[config.mk]
export PLATFORM = sky130hd
export DESIGN_NAME = uart_rx_ctrl
export DESIGN_NICKNAME = d
export VERILOG_FILES = /design/src/rtl/uart_rx_ctrl.sv
export SDC_FILE = /design/constraint.sdc
export NUM_CORES = 1
export LEC_CHECK = 0
export ABC_AREA = 1
export BUFFER_PORTS_ARGS = -buffer_cell sky130_fd_sc_hd__buf_4
export CORE_MARGIN = 2
export CORE_UTILIZATION = 44
export CTS_CLUSTER_SIZE = 25
export DETAILED_ROUTE_END_ITERATION = 8
export PLACE_DENSITY = 0.64
export SYNTH_ARGS = -nofsm -noshare
export SYNTH_HDL_FRONTEND = slang
export SYNTH_SLANG_ARGS = --single-unit
[constraint.sdc]
create_clock -name CLK -period 4.1 [get_ports CLK]
set_clock_uncertainty 0.2 [all_clocks]
set_input_delay 0.41 -clock CLK [delete_from_list [all_inputs] [get_ports CLK]]
set_output_delay 0.41 -clock CLK [all_outputs]
set_load 0.02 [all_outputs]
[src/rtl/uart_rx_ctrl.sv]
// uart_rx_ctrl: configuration owner, frame-activity tracker and byte FIFO
// wrapped around a UART receiver.
//
//  state   | meaning
//  --------+---------------------------------------------------------------
//  IDLE    | line idle, config may be accepted, waiting for a start bit
//  BUSY    | frame in progress, counting cycles for glitch/timeout checks
//  RECOVER | frame timed out, waiting for the line to return high
module uart_rx_ctrl #(
   parameter int PRESCALE_WIDTH = 6,
   parameter int FIFO_DEPTH     = 4
) (
   input  logic                      CLK,
   input  logic                      RST,
   input  logic                      cfg_valid,
   output logic                      cfg_ready,
   input  logic [PRESCALE_WIDTH-1:0] cfg_prescale,
   input  logic                      cfg_par_en,
   input  logic                      cfg_par_typ,
   input  logic                      RX_IN,
   output logic [PRESCALE_WIDTH-1:0] Prescale,
   output logic                      PAR_EN,
   output logic                      PAR_TYP,
   input  logic [7:0]                P_DATA,
   input  logic                      data_valid,
   output logic [7:0]                rd_data,
   output logic                      rd_valid,
   input  logic                      rd_ready,
   output logic                      overflow,
   output logic [7:0]                frame_err_cnt,
   input  logic                      clr_status
);

   localparam int CW = PRESCALE_WIDTH + 4;
   localparam int AW = $clog2(FIFO_DEPTH);

   typedef enum logic [1:0] {IDLE, BUSY, RECOVER} state_t;

   state_t                    state_q, state_d;
   logic [CW-1:0]             cnt_q, cnt_d;
   logic [PRESCALE_WIDTH-1:0] prescale_q, prescale_d;
   logic                      par_en_q, par_en_d;
   logic                      par_typ_q, par_typ_d;
   logic [7:0]                mem_q [FIFO_DEPTH];
   logic [7:0]                mem_d [FIFO_DEPTH];
   logic [AW-1:0]             wr_ptr_q, wr_ptr_d;
   logic [AW-1:0]             rd_ptr_q, rd_ptr_d;
   logic [AW:0]               count_q, count_d;
   logic [7:0]                rd_data_q, rd_data_d;
   logic                      overflow_q, overflow_d;
   logic [7:0]                err_q, err_d;

   logic [CW-1:0]             frame_len;
   logic [CW-1:0]             half_bit;
   logic                      timeout_evt;
   logic                      push_ok, pop_ok, full;
   logic [AW:0]               remain;
   logic [AW-1:0]             head_ptr;

   // Frame length and glitch window derived from the live configuration.
   always_comb begin
      frame_len   = CW'(prescale_q) * (par_en_q ? CW'(12) : CW'(11));
      half_bit    = CW'(prescale_q >> 1);
      timeout_evt = (state_q == BUSY) && !data_valid
                    && !(RX_IN && (cnt_q < half_bit))
                    && (cnt_q == frame_len - CW'(1));
   end

   // Line-activity FSM; config is only taken when idle with the line high.
   always_comb begin
      state_d    = state_q;
      cnt_d      = '0;
      prescale_d = prescale_q;
      par_en_d   = par_en_q;
      par_typ_d  = par_typ_q;
      cfg_ready  = (state_q == IDLE) && RX_IN;
      case (state_q)
         IDLE: begin
            if (cfg_valid && cfg_ready) begin
               prescale_d = (cfg_prescale < PRESCALE_WIDTH'(4)) ?
                            PRESCALE_WIDTH'(4) : cfg_prescale;
               par_en_d   = cfg_par_en;
               par_typ_d  = cfg_par_typ;
            end
            if (!RX_IN) state_d = BUSY;
         end
         BUSY: begin
            cnt_d = cnt_q + CW'(1);
            if (data_valid)                      state_d = IDLE;
            else if (RX_IN && (cnt_q < half_bit)) state_d = IDLE;
            else if (timeout_evt)                 state_d = RECOVER;
         end
         RECOVER: begin
            if (RX_IN) state_d = IDLE;
         end
         default: state_d = IDLE;
      endcase
   end

   // FIFO bookkeeping; rd_data is registered so it can hold while empty.
   always_comb begin
      full     = (count_q == (AW+1)'(FIFO_DEPTH));
      pop_ok   = rd_ready && (count_q != '0);
      push_ok  = data_valid && (!full || pop_ok);
      mem_d    = mem_q;
      wr_ptr_d = wr_ptr_q;
      rd_ptr_d = rd_ptr_q;
      if (push_ok) begin
         mem_d[wr_ptr_q] = P_DATA;
         wr_ptr_d        = wr_ptr_q + AW'(1);
      end
      if (pop_ok) rd_ptr_d = rd_ptr_q + AW'(1);
      count_d   = count_q + (AW+1)'(push_ok) - (AW+1)'(pop_ok);
      remain    = count_q - (AW+1)'(pop_ok);
      head_ptr  = rd_ptr_q + AW'(pop_ok);
      rd_data_d = rd_data_q;
      if (count_d != '0) rd_data_d = (remain == '0) ? P_DATA : mem_q[head_ptr];
   end

   // Sticky status; a clear is applied before a same-cycle event.
   always_comb begin
      overflow_d = clr_status ? 1'b0 : overflow_q;
      if (data_valid && !push_ok) overflow_d = 1'b1;
      err_d = clr_status ? 8'd0 : err_q;
      if (timeout_evt && (err_d != 8'hFF)) err_d = err_d + 8'd1;
   end

   // State registers with synchronous reset.
   always_ff @(posedge CLK) begin
      if (RST) begin
         state_q    <= IDLE;
         cnt_q      <= '0;
         prescale_q <= PRESCALE_WIDTH'(8);
         par_en_q   <= 1'b0;
         par_typ_q  <= 1'b0;
         for (int i = 0; i < FIFO_DEPTH; i++) mem_q[i] <= 8'd0;
         wr_ptr_q   <= '0;
         rd_ptr_q   <= '0;
         count_q    <= '0;
         rd_data_q  <= 8'd0;
         overflow_q <= 1'b0;
         err_q      <= 8'd0;
      end else begin
         state_q    <= state_d;
         cnt_q      <= cnt_d;
         prescale_q <= prescale_d;
         par_en_q   <= par_en_d;
         par_typ_q  <= par_typ_d;
         mem_q      <= mem_d;
         wr_ptr_q   <= wr_ptr_d;
         rd_ptr_q   <= rd_ptr_d;
         count_q    <= count_d;
         rd_data_q  <= rd_data_d;
         overflow_q <= overflow_d;
         err_q      <= err_d;
      end
   end

   assign Prescale      = prescale_q;
   assign PAR_EN        = par_en_q;
   assign PAR_TYP       = par_typ_q;
   assign rd_data       = rd_data_q;
   assign rd_valid      = (count_q != '0);
   assign overflow      = overflow_q;
   assign frame_err_cnt = err_q;

endmodule

==> results.json, run 1 <==
{
  "grt.busiest_layer": "met2",
  "drc_errors": 0,
  "synth-adder-area-share": 0.122,
  "unique_masters_post_synth": 32,
  "drtPass1Iterations": 5,
  "ctsHtreeMaxLevel": 3,
  "synth.area.mux_share": 0,
  "mostFrequentLayoutCells": "148 x sky130_fd_sc_hd__nand2_1, 105 x sky130_fd_sc_hd__inv_1, 74 x sky130_fd_sc_hd__dfxtp_1",
  "synth_top_family_by_area": "simple AND/OR/NAND/NOR gates",
  "antenna_found_initial": 0,
  "synth_simple_gate_area_frac": 0.270,
  "grt-ovfl-total": 0,
  "layout.cells.non_filler": 869,
  "routed_via_density": 5.10,
  "dieArea_um2": 11500,
  "pin_count_of_the_biggest_net_entering_global_routing": 39,
  "routed-via-count": 4434,
  "grt_pass1_wl_um": 19500,
  "synth-seq-cells": 76,
  "power.static_leakage_uw": 0.00242,
  "area_growth_pct": 14.1,
  "setup.worst_path.end_class": "flip-flop",
  "irDropWorstVdd_mv": 0.560,
  "later_pin_clock_latency_in_the_skew_report_ps": 350,
  "grt.met3_usage": 0.0480,
  "cts_num_sinks": 76,
  "drt-total-wl_um": 11500,
  "critPathKind": "flip-flop to flip-flop",
  "global_route.usage.total": 0.213,
  "drt_iter0_drcs": 167,
  "finish.instance_area_um2": 5330,
  "die_w_um": 107,
  "fillCellCount": 1017,
  "final_period_minus_worst_setup_slack_ps": 3660,
  "nets": 791,
  "maxSlewViolCount": 0,
  "finalSetupViolCount": 0,
  "synth_flop_cell": "sky130_fd_sc_hd__dfxtp_1",
  "synth_compound_gate_area_share": 0.153,
  "first_global_vias": 4226,
  "cell_rows": 37,
  "cp-start-kind": "flip-flop",
  "postRouteAntennaNets": 0,
  "timing.max_cap.violations": 0,
  "routabilityCongestion": 0.911,
  "hp-class": "input pin to flip-flop",
  "detailed_place_hpwl_um": 8610,
  "cts.reportedPaths.clkPinSlew_ps": 80,
  "setup_fix_bufs_post_cts": 0,
  "crit_arrival_ps": 3710,
  "hold_ws_ps": 126,
  "die_height_um": 107,
  "fmaxAchievable_ghz": 0.273,
  "layout_worst_path_cycle_share": 0.893,
  "tritoncts_clock_tree": "yes",
  "io_pins": 50,
  "synthArstFlopShare": 0,
  "ff_latch_area_um2": 1520,
  "cts_inserted_buffers": 9,
  "numPlacedInstances": 853,
  "area_used_by_multi_input_combinational_logic_um2": 2650,
  "rsz0062_at_grt": "false",
  "synth_enable_flop_cells": 0,
  "critical_path_peak_fanout": 8,
  "grt_use_met2": 0.377,
  "final_core_util": 0.517,
  "placement.io_buffers": 49,
  "synth-seq-area-share": 0.326,
  "max-slew-margin-rel": 0.275,
  "mostFrequentLayoutCell": "sky130_fd_sc_hd__nand2_1",
  "final_layout_size_suffix_gt1_frac": 0.117,
  "worst_pin_slew_ps": 1090,
  "placeableCoreArea_um2": 10300,
  "start_util": 0.453,
  "post_synth_xor_xnor_area": 0.0225,
  "yosys_warnings": 0,
  "post_dp_cell_area_um2": 5130,
  "antenna_cells_inserted": 0,
  "cellPowerDensity_nw_per_um2": 476,
  "routed_length_per_instance_um": 13.2,
  "met1_track_utilization_from_global_routing": 0.243,
  "totalNegativeSetupSlack_ps": 0,
  "cts-root-buf": "sky130_fd_sc_hd__clkbuf_8",
  "ctsLongestPathBuffers": 2,
  "synth_nets": 751,
  "postSynthCellCount": 688,
  "netlist_area_um2": 4670,
  "worstPathRequired_ps": 4150,
  "run_status": "finished clean",
  "avgSynthCellArea_um2": 6.79,
  "report.final.hold_viol_count": 0
}
[metal layers]
metal / routed length (um) / share of wire / vias up
li1: - / - / 2300
met1: 4920 / 0.43 / 2023
met2: 5600 / 0.49 / 89
met3: 598 / 0.052 / 22
met4: 366 / 0.032 / 0
met5: 0 / 0 / -
[repair_timing]
item | 4_1_cts | 5_1_grt
resized for setup | 0 | 2
hold endpoints to repair | 0 | 0
hold buffers | 0 | 0
endpoints found under the setup margin | 0 | 6
[registers in the layout, summed over array words and instances, names as in the netlist]
name / flops
count_q: 3
overflow: 1
frame_err_cnt: 8
PAR_EN: 1
wr_ptr_q: 2
rd_ptr_q: 2
rd_data: 8
Prescale: 6
PAR_TYP: 1
state_q: 2
cnt_q: 10
mem_q: 32
[stage by stage]
step                      total power [uW]  setup slack, ps
after global routing                  2760             47.9
after detailed placement              1980              336
after global placement                1960              439
after CTS                             2570              335
final                                 2540              437
after floorplan                       1700              263
[synthesized netlist by cell type, drive strengths merged (10+ instances only)]
library cell | count | share of area
inv | 110 | 0.088
o21ai | 50 | 0.054
nand3 | 47 | 0.052
ha | 31 | 0.083
clkbuf | 12 | 0.0096
nand2 | 152 | 0.12
buf | 10 | 0.0099
a21oi | 62 | 0.067
nor2 | 73 | 0.063
a211oi | 10 | 0.016
nand4 | 10 | 0.013
dfxtp | 76 | 0.33
[worst paths after layout]
check / from / endpoint / slack, ps / depth (start not counted)
max: Prescale[1] / frame_err_cnt[1] / 440 / 19
min: cfg_par_typ / PAR_TYP / 130 / 3
max reg2reg: Prescale[1] / frame_err_cnt[1] / 440 / 19
min reg2reg: mem_q[11] / mem_q[11] / 250 / 2
[cell families after synthesis]
logic type / after synthesis
simple gates: 295
flops: 76
compound gates: 133
fa+ha+maj: 40
buf+inv: 132
xor+xnor: 12
[report_power, final]
group          internal (uW)  total (uW)  switching (uW)
clock                    300         576             277
sequential               817         865            48.2
combinational            378        1090             717
[worst max-delay path, stage by stage, from the launching register on]
cell and delay (ps):
sky130_fd_sc_hd__dfxtp_2 430, sky130_fd_sc_hd__inv_2 80, sky130_fd_sc_hd__ha_1 290, sky130_fd_sc_hd__inv_1 70, sky130_fd_sc_hd__fa_1 440, sky130_fd_sc_hd__fa_1 490
sky130_fd_sc_hd__ha_1 390, sky130_fd_sc_hd__nand2_1 70, sky130_fd_sc_hd__inv_1 70, sky130_fd_sc_hd__nand2_1 70, sky130_fd_sc_hd__nand2_1 80, sky130_fd_sc_hd__nand2_1 70
sky130_fd_sc_hd__nand2_1 60, sky130_fd_sc_hd__nand2_1 40, sky130_fd_sc_hd__nand2_1 90, sky130_fd_sc_hd__nand2_1 90, sky130_fd_sc_hd__nor2_2 190, sky130_fd_sc_hd__nand3_1 120
sky130_fd_sc_hd__o21ai_0 170, sky130_fd_sc_hd__nor2_1 60
[layout make-up]
cell class / instances / area share
multi-input combinational: 480 / 0.496
sequential: 76 / 0.286
inverter: 110 / 0.0774
timing repair buffer: 51 / 0.0718
tap: 136 / 0.0319
clock buffer: 13 / 0.0279
clock inverter: 3 / 0.00868
No activity file was read; power rests on OpenSTA's default activity.
==> run 2, diff against run 1 <==
--- a/config.mk
+++ b/config.mk
@@ -11,7 +11,8 @@
 export CORE_UTILIZATION = 44
 export CTS_CLUSTER_SIZE = 25
 export DETAILED_ROUTE_END_ITERATION = 8
-export PLACE_DENSITY = 0.64
+export PLACE_DENSITY = 0.66
+export RECOVER_POWER = 50
 export SYNTH_ARGS = -nofsm -noshare
 export SYNTH_HDL_FRONTEND = slang
 export SYNTH_SLANG_ARGS = --single-unit
==> constraint.sdc (replaced) <==
create_clock -name CLK -period 3 [get_ports CLK]
set_clock_uncertainty 0.2 [all_clocks]
set_input_delay 0.3 -clock CLK [delete_from_list [all_inputs] [get_ports CLK]]
set_output_delay 0.3 -clock CLK [all_outputs]
set_load 0.02 [all_outputs]
==> results.json, run 2 (synthesized netlist as in run 1, its figures left out) <==
{
  "run_status": "complete, but fails checks",
  "violations": "negative setup slack",
  "top_flop_regs": "mem_q: 32 flops, cnt_q: 10 flops",
  "cellPowerDensity_nw_per_um2": 673,
  "postRouteAntennaNets": 0,
  "drtPass1Iterations": 5,
  "rsz0062_at_grt": "true",
  "r2r.worst_path.cells": 19,
  "nets": 829,
  "later_pin_clock_latency_in_the_skew_report_ps": 370,
  "antenna_cells_inserted": 0,
  "critical_path_peak_fanout": 7,
  "area_growth_pct": 24.3,
  "hold_path_depth": 3,
  "tritoncts_clock_tree": "yes",
  "power.static_leakage_uw": 0.00258,
  "drt-total-wl_um": 12400,
  "cp-start-kind": "flip-flop",
  "totalNegativeSetupSlack_ps": -4120,
  "die_w_um": 107,
  "power.total_uw": 3910,
  "antenna_found_initial": 0,
  "crit_arrival_ps": 3510,
  "first_global_vias": 4303,
  "pin_count_of_the_biggest_net_entering_global_routing": 31,
  "mostFrequentLayoutCells": "130 x sky130_fd_sc_hd__nand2_1, 100 x sky130_fd_sc_hd__inv_1, 70 x sky130_fd_sc_hd__dfxtp_1",
  "final_layout_size_suffix_gt1_frac": 0.206,
  "drc_errors": 0,
  "grt-ovfl-total": 0,
  "ctsHtreeMaxLevel": 3,
  "start_util": 0.453,
  "final_period_minus_worst_setup_slack_ps": 3460,
  "dieArea_um2": 11500,
  "mostFrequentLayoutCell": "sky130_fd_sc_hd__nand2_1",
  "detailed_place_hpwl_um": 8870,
  "drt_iter0_drcs": 213,
  "routed-via-count": 4609,
  "setup.worst_path.end_class": "flip-flop",
  "top_register": "mem_q",
  "timing.max_cap.violations": 0,
  "rrSetupSlack_ps": -460,
  "cell_rows": 37,
  "post-route-worst-setup-slack_ps": -464,
  "worstHoldEndpoint": "mem_q[18]",
  "grt_pass1_wl_um": 19900,
  "global_route.usage.total": 0.218,
  "largest_register_ffs": 32,
  "maxSlewViolCount": 0,
  "placement.io_buffers": 49,
  "timing.rr.start": "PAR_EN",
  "routed_via_density": 5.08,
  "finalSetupViolCount": 10,
  "ctsHoldBuffers": 0,
  "ctsLongestPathBuffers": 2,
  "cts-root-buf": "sky130_fd_sc_hd__clkbuf_8",
  "numPlacedInstances": 888,
  "cts_num_sinks": 76,
  "layout_worst_path_cycle_share": 1.15,
  "routed_length_per_instance_um": 13.6,
  "layout.cells.non_filler": 907,
  "io_pins": 50,
  "routabilityCongestion": 0.891,
  "die_height_um": 107,
  "worst_hold_startpoint": "P_DATA[2]",
  "report.final.hold_viol_count": 0,
  "worst_pin_slew_ps": 574,
  "max-slew-margin-rel": 0.617,
  "hp-class": "input pin to flip-flop",
  "cts_inserted_buffers": 9,
  "placeableCoreArea_um2": 10300,
  "crit-reg2reg-capture": "frame_err_cnt[5]",
  "worstPathRequired_ps": 3040,
  "critPathKind": "flip-flop to flip-flop",
  "irDropWorstVdd_mv": 0.371,
  "cts.reportedPaths.clkPinSlew_ps": 100,
  "fmaxAchievable_ghz": 0.289
}
-- run 2: what timing repair did --
item,CTS,global route
setup endpoints to repair,10,18
buffers inserted,1,1
cloned,0,1
pin swaps,13,14
gates resized for setup,18,38
-- run 2: final cells by class --
cell class / count / area (um^2)
inverter: 110 / 413
clock inverter: 7 / 71.3
timing repair buffer: 89 / 602
multi-input combinational: 480 / 2900
sequential: 76 / 1530
fill: 977 / 4510
tap: 136 / 170
clock buffer: 9 / 124
-- run 2: how the worst max path moves through the flow --
stage	slack (ps)	start	endpoint
floorplan	-450	PAR_EN	frame_err_cnt[3]
global placement	-390	PAR_EN	frame_err_cnt[7]
detailed placement	-460	PAR_EN	frame_err_cnt[3]
CTS	-400	PAR_EN	frame_err_cnt[5]
global route	-650	PAR_EN	frame_err_cnt[6]
finish	-460	PAR_EN	frame_err_cnt[5]
-- run 2: report_power, final --
group | switching (uW) | internal [uW]
clock | 459 | 332
combinational | 1210 | 728
sequential | 60.9 | 1120
total | 1730 | 2180
-- run 2: stage by stage --
stage | area, um^2 | hold slack (ps) | setup slack, ps | utilization
2_1_floorplan | 4740 | 224 | -448 | -
3_3_place_gp | 5450 | 236 | -395 | 0.528
3_5_place_dp | 5450 | 240 | -456 | 0.528
4_1_cts | 5720 | 6.01 | -398 | 0.554
5_1_grt | 5810 | 12.6 | -654 | 0.563
6_report | 5810 | 22.7 | -464 | 0.563
-- run 2: critical path, cell delays in order (launching register included) --
cell and delay [ps]:
sky130_fd_sc_hd__dfxtp_4 410, sky130_fd_sc_hd__nand2_4 60, sky130_fd_sc_hd__ha_4 260, sky130_fd_sc_hd__inv_2 30
sky130_fd_sc_hd__fa_1 510, sky130_fd_sc_hd__fa_1 460, sky130_fd_sc_hd__ha_4 350, sky130_fd_sc_hd__inv_1 50
sky130_fd_sc_hd__nand2_1 60, sky130_fd_sc_hd__nand2_1 70, sky130_fd_sc_hd__inv_1 60, sky130_fd_sc_hd__nand2_1 60
sky130_fd_sc_hd__nand2_2 100, sky130_fd_sc_hd__inv_1 50, sky130_fd_sc_hd__nor2_1 110, sky130_fd_sc_hd__nand4_1 140
sky130_fd_sc_hd__nor2_4 160, sky130_fd_sc_hd__nand3_2 80, sky130_fd_sc_hd__nand2_1 60, sky130_fd_sc_hd__a21oi_1 50
-- run 2: metal layers --
layer	part of all wire	vias to the layer above	track usage
met5	0	-	0
li1	-	2374	-
met1	0.42	2108	0.255
met4	0.022	0	0.0705
met3	0.045	19	0.0450
met2	0.52	108	0.393
